`src/rtl/instr_fetch.sv`:
```
// Instruction fetch stage: owns the PC, addresses the combinational program ROM,
// and registers the returned word for decode over a valid/ready handshake.
module instr_fetch #(
  parameter logic [15:0] RESET_PC = 16'h0000,
  parameter int          PC_LIMIT = 1024
) (
  input  logic        clk_i,
  input  logic        rst_i,
  output logic [15:0] rom_ad_o,
  input  logic [15:0] rom_data_i,
  output logic [15:0] instr_o,
  output logic [15:0] instr_pc_o,
  output logic        instr_valid_o,
  input  logic        instr_ready_i,
  input  logic        jmp_i,
  input  logic [15:0] jmp_target_i,
  input  logic        halt_i,
  output logic        fault_o
);

  // 17 bits so that a limit of 65536 (full address space) never trips
  localparam logic [16:0] LIMIT = 17'(PC_LIMIT);

  logic [15:0] pc_q, pc_d;
  logic [15:0] instr_q, instr_d;
  logic [15:0] instr_pc_q, instr_pc_d;
  logic        valid_q, valid_d;
  logic        fault_q, fault_d;

  logic slot;
  logic consume;
  logic pc_ok;
  logic fetch_try;

  assign slot      = !valid_q || instr_ready_i;
  assign consume   = valid_q && instr_ready_i;
  assign pc_ok     = {1'b0, pc_q} < LIMIT;
  assign fetch_try = slot && !halt_i && !fault_q;

  always_comb begin
    pc_d       = pc_q;
    instr_d    = instr_q;
    instr_pc_d = instr_pc_q;
    valid_d    = valid_q;
    fault_d    = fault_q;
    if (jmp_i) begin
      pc_d    = jmp_target_i;
      valid_d = 1'b0;
    end else if (fetch_try && !pc_ok) begin
      // A word handed to decode on this edge must not be presented again
      fault_d = 1'b1;
      if (consume) valid_d = 1'b0;
    end else if (fetch_try) begin
      instr_d    = rom_data_i;
      instr_pc_d = pc_q;
      valid_d    = 1'b1;
      pc_d       = pc_q + 16'd1;
    end else if (consume) begin
      valid_d = 1'b0;
    end
  end

  always_ff @(posedge clk_i) begin
    if (rst_i) begin
      pc_q       <= RESET_PC;
      instr_q    <= 16'h0000;
      instr_pc_q <= 16'h0000;
      valid_q    <= 1'b0;
      fault_q    <= 1'b0;
    end else begin
      pc_q       <= pc_d;
      instr_q    <= instr_d;
      instr_pc_q <= instr_pc_d;
      valid_q    <= valid_d;
      fault_q    <= fault_d;
    end
  end

  assign rom_ad_o      = pc_q;
  assign instr_o       = instr_q;
  assign instr_pc_o    = instr_pc_q;
  assign instr_valid_o = valid_q;
  assign fault_o       = fault_q;

endmodule

```
`config.mk`:
```
export PLATFORM = sky130hd
export DESIGN_NAME = instr_fetch
export DESIGN_NICKNAME = d
export VERILOG_FILES = /design/src/rtl/instr_fetch.sv
export SDC_FILE = /design/constraint.sdc
export NUM_CORES = 1
export LEC_CHECK = 0
export CAP_MARGIN = 20
export CORE_UTILIZATION = 30
export DETAILED_ROUTE_END_ITERATION = 8
export GPL_TIMING_DRIVEN = 1
export SLEW_MARGIN = 0
export SYNTH_ARGS = -nofsm -noshare
export SYNTH_HDL_FRONTEND = slang
export SYNTH_SLANG_ARGS = --single-unit
```
`constraint.sdc`:
```
create_clock -name clk_i -period 3.05 [get_ports clk_i]
set_clock_uncertainty 0.1 [all_clocks]
set_input_delay 0.61 -clock clk_i [delete_from_list [all_inputs] [get_ports clk_i]]
set_output_delay 0.61 -clock clk_i [all_outputs]
set_load 0.05 [all_outputs]
```
## Word level (Yosys, flattened, before mapping)

Cells that the tools add are included.

| storage, ports and cells | value |
|---|---|
| register bits after elaboration | 50 |

| operators by class | value |
|---|---|
| $add $sub $neg | 1 |
| order comparisons | 1 |
| equal/unequal tests | 1 |
| muxes and demuxes | 6 |
| bitwise gates (word level) | 2 |
| reduce and logical (&&, ||, !) cells | 14 |

Operators with widths:

| operator | number |
|---|---|
| 16-bit two-way mux | 3 |
| 16-bit by 1-bit adder with 16-bit output, second input constant | 1 |
| 16-bit by 11-bit < comparator with 1-bit output, second input constant | 1 |
| 1-bit logical AND | 4 |
| 1-bit zero test | 4 |
| 2-bit AND reduction | 2 |
| 1-bit two-way mux | 3 |
| 3-bit AND reduction | 1 |
| 2-bit inequality test, second input constant | 1 |
| 1-bit NOT | 2 |
| 2-bit nonzero test | 1 |
| 2-bit OR reduction | 1 |
| 1-bit logical OR | 1 |

## Depth between registers and ports, before layout

| depth | value |
|---|---|
| word-level depth | 7 |
| gate-level depth with buffers | 6 |

## Worst setup path before layout

Ideal clock, no wire load.

| timing | value |
|---|---|
| kind | reg-to-reg |
| start | reg pc_q[10], in the netlist rom_ad_o[10] |
| end | reg pc_q[10], in the netlist rom_ad_o[10] |
| data arrival time | 2.133 ns |
| required time | 2.864 ns |
| slack | 0.731 ns |
| stages on the path, launching flop included | 6 |
| buffers on the path | 1 |
| clock period less this slack | 2.319 ns |
| path through | dfxtp_1 or4_4 nand4bb_4 buf_6 or4_1 a221oi_2 |

| between the ends | value |
|---|---|
| cells in the longest elaborated chain, start to end | 5 |

Ends and longest elaborated chain:

| what | line | source |
|---|---|---|
| start, declared | 24 | `logic [15:0] pc_q, pc_d;` |
| start signal, assigned | 71 | `pc_q <= pc_d;` |
| 16-bit by 11-bit < comparator with 1-bit output | 37 | `assign pc_ok = {1'b0, pc_q} < LIMIT;` |
| 1-bit zero test | 49 | `end else if (fetch_try && !pc_ok) begin` |
| 1-bit logical AND | 49 |  |
| 2-bit inequality test (no source line) | n/a |  |
| 2-bit AND reduction (no source line) | n/a |  |

Several ways; a longest one is shown, not always the timed one. The select of a mux whose other input is x is not followed.
A chain may end at the register's enable or synchronous reset.

## Final worst setup path

| timing | value |
|---|---|
| start | reg pc_q[10], in the netlist rom_ad_o[10] |
| end | reg pc_q[7], in the netlist rom_ad_o[7] |

| between the ends | value |
|---|---|
| cells in the longest elaborated chain, start to end | 5 |

Ends and longest elaborated chain:

| what | line |
|---|---|
| 16-bit by 11-bit < comparator with 1-bit output | 37 |
| 1-bit zero test | 49 |
| 1-bit logical AND | 49 |
| 2-bit inequality test (no source line) | n/a |
| 2-bit AND reduction (no source line) | n/a |

No other way between the ends.

==> metrics.yaml <==
logic_synthesis:
  synth-simple-area-share_pct: 27.16
  synthTopCellsByCount: "dfxtp_1 (50), nand2b_1 (48), mux2i_1 (30), nor2_1 (19), clkbuf_1 (11)"
  yosysWarnings: 0
  synth_compound_area_share_pct: 9.091
  netlist.area_leader.share_pct: 45.17
  synth_cell_type_count: 32
  synth_fp_nets: 264
  synth.avg_cell_area_um2: 9.805
  netlist_instances: 226
  yosys.cell_count.top_type: "dfxtp_1"
  synth_area_leader_cell: "dfxtp_1"
  async_flop_share_pct: 0
  ys_ff_latch: 50
  synth_top_family_by_area: "simple AND/OR/NAND/NOR gates"
  seq_area_frac_synth_pct: 45.17
  synthTopCellsByArea: "dfxtp_1 (45%), mux2i_1 (14%), nand2b_1 (14%)"
  syn_area_um2: 2216
  synth_edf_count: 0
  synthAdderAreaFrac_pct: 0.5647
  synthMuxAreaShare_pct: 13.55
  synth-main-ff-cell: "dfxtp_1"
  synthXorXnorAreaFrac_pct: 0.3953
setup_path:
  crit_buf_inv: 0
  cp-end-kind: "flop"
  worst_path_largest_cell_delay_ns: 0.60
  path_class: "reg2reg"
  cp_max_fo: 24
  cp_cell_sequence: "or4_4 > nand4bb_4 > or4_1 > a311oi_1"
  cp-start-kind: "flop"
  critical_path_required_ns: 3.16
  cpLargestDelayFamily: "simple AND/OR/NAND/NOR gates"
  worstPathArrival_ns: 2.46
  cpMaxStageDelayCell: "or4_1"
power:
  peakVddDrop_uv: 194.8
  power.density_nw_per_um2: 427.5
  power.leakage_nw: 1.111
global_routing:
  grt_pass1_wl_um: 7955
  antenna_found_initial: 0
  track_usage_pct: 13.34
  grt_pass1_vias: 1729
  overflow: 0
  grt_max_degree: 49
drt:
  drt_pre_antenna_iters: 4
  drc_errors: 0
  routed_wl_um: 5165
  antenna_left: 0
  drt-initial-drc-count: 47
  vias: 1893
  viasPerCell: 4.686
  routedWlPerCell_um: 12.78
sta:
  max_freq_mhz: 426.9
  finalHoldViolations: 0
  finalCriticalPeriod_ns: 2.342
  setup_viol: 0
  tightest_slew_ns: 0.5739
  fin_tns_setup_ns: 0
  relSlewSlack_pct: 61.70
  fin_crit_sh_pct: 76.79
  rsz0062_at_grt: "false"
  drv_slew: 0
  setup_slack_ns: 0.7078
final_layout:
  synthToLayoutAreaGrowth_pct: 47.77
  final_area_um2: 3274
  n_antenna_cell: 0
  fin_util_pct: 46.90
  nets: 345
  drive_above_1_share_pct: 5.519
clocking:
  cts_made_buffers: 5
  htreeDepth: 2
  cts.sinks: 50
  clock_latency_ns: 0.30
  cts_tree: "yes"
  post_cts_buffers: 0
  cts_hold_buf: 0
  clock_path_buffers: 2
  cts_resized: 0
  root_buffer: "clkbuf_8"
  path_clk_slew_ns: 0.09
floorplanning:
  dieArea_um2: 7734
  die_w_um: 87.95
  die-height_um: 87.95
  start_util_pct: 31.74
  rows: 30
  core_area_um2: 6982
  ios: 87
placement:
  pre_cts_slack_ns: 0.4135
  hpwl_um: 3642
  dpl-instance-area_um2: 3183
  io_buffers: 86
  gp_congestion: 0.6822
worst_hold_path:
  hold_class: "reg2reg"
flow_run:
  maxCapViolations: 0
run_status:
  status: "finished clean"
## layout by cell type, fill, tap and decap left out, types with 6 or more instances in the layout
cell	n
clkdlybuf4s50_1	85
o31ai_1	6
nor3b_1	6
clkbuf_8	6
nor2_1	18
a311oi_1	8
nand2b_1	48
mux2i_1	30
dfxtp_1	50
or4_1	7
## report_power, final
part	internal, mW	switching, mW
clock network	0.183	0.211
logic	0.134	0.169
registers	0.678	0.0249
total	0.995	0.405
## tightest hold or removal path, delay by kind of cell, from the launching register on
| kind | cells | cell delay [ns] |
|---|---|---|
| flops | 1 | 0.32 |
| mux | 1 | 0.05 |
| simple gates | 1 | 0.06 |
## final timing paths
kind,from,to,slack (ns),cells after the start
min reg2reg,instr_pc_o[3],instr_pc_o[3],0.37,2
max,rom_ad_o[10],rom_ad_o[7],0.71,4
max reg2reg,rom_ad_o[10],rom_ad_o[7],0.71,4
min,instr_pc_o[3],instr_pc_o[3],0.37,2
## stage by stage
step / hold slack (ns) / power, mW / std cells
3_3_place_gp: 0.3575 / 1.021 / 396
6_report: 0.3730 / 1.400 / 404
3_5_place_dp: 0.3649 / 1.023 / 396
2_1_floorplan: 0.5928 / 0.9003 / 226
5_1_grt: 0.3982 / 1.469 / 404
4_1_cts: 0.3784 / 1.427 / 404
## cells by family (layout without fill, tap and decap cells)
kind of cell,Yosys count,after routing
buf+inv,21,103
flops,50,50
xor+xnor,1,1
fa+ha+maj,1,1
mux,30,30
simple gates,98,98
compound gates,25,25
## routing by layer
layer  GRT usage, %  vias to the layer above  wire (um)  part of all wire, %
met2          21.63                       68       2238                   43
met1          16.55                      871       2394                   46
met4          4.471                        0         63                  1.2
li1               -                      947          -                    -
met3          4.524                        7        469                  9.1
met5              0                        -          0                    0
## registers in the layout (all words and copies together) (netlist names)
signal and flops:
instr_o 16, instr_pc_o 16, rom_ad_o 16, fault_o 1, instr_valid_o 1
## layout make-up
cell class	count	area, um2
multi-input cells	155	1132
well taps	96	120.1
fillers	700	3707
inverters	5	18.77
repair buffers	90	910.9
clock buffers	7	86.33
clock inverters	1	5.005
flip-flops and latches	50	1001
No activity file was read; power rests on OpenSTA's default activity.
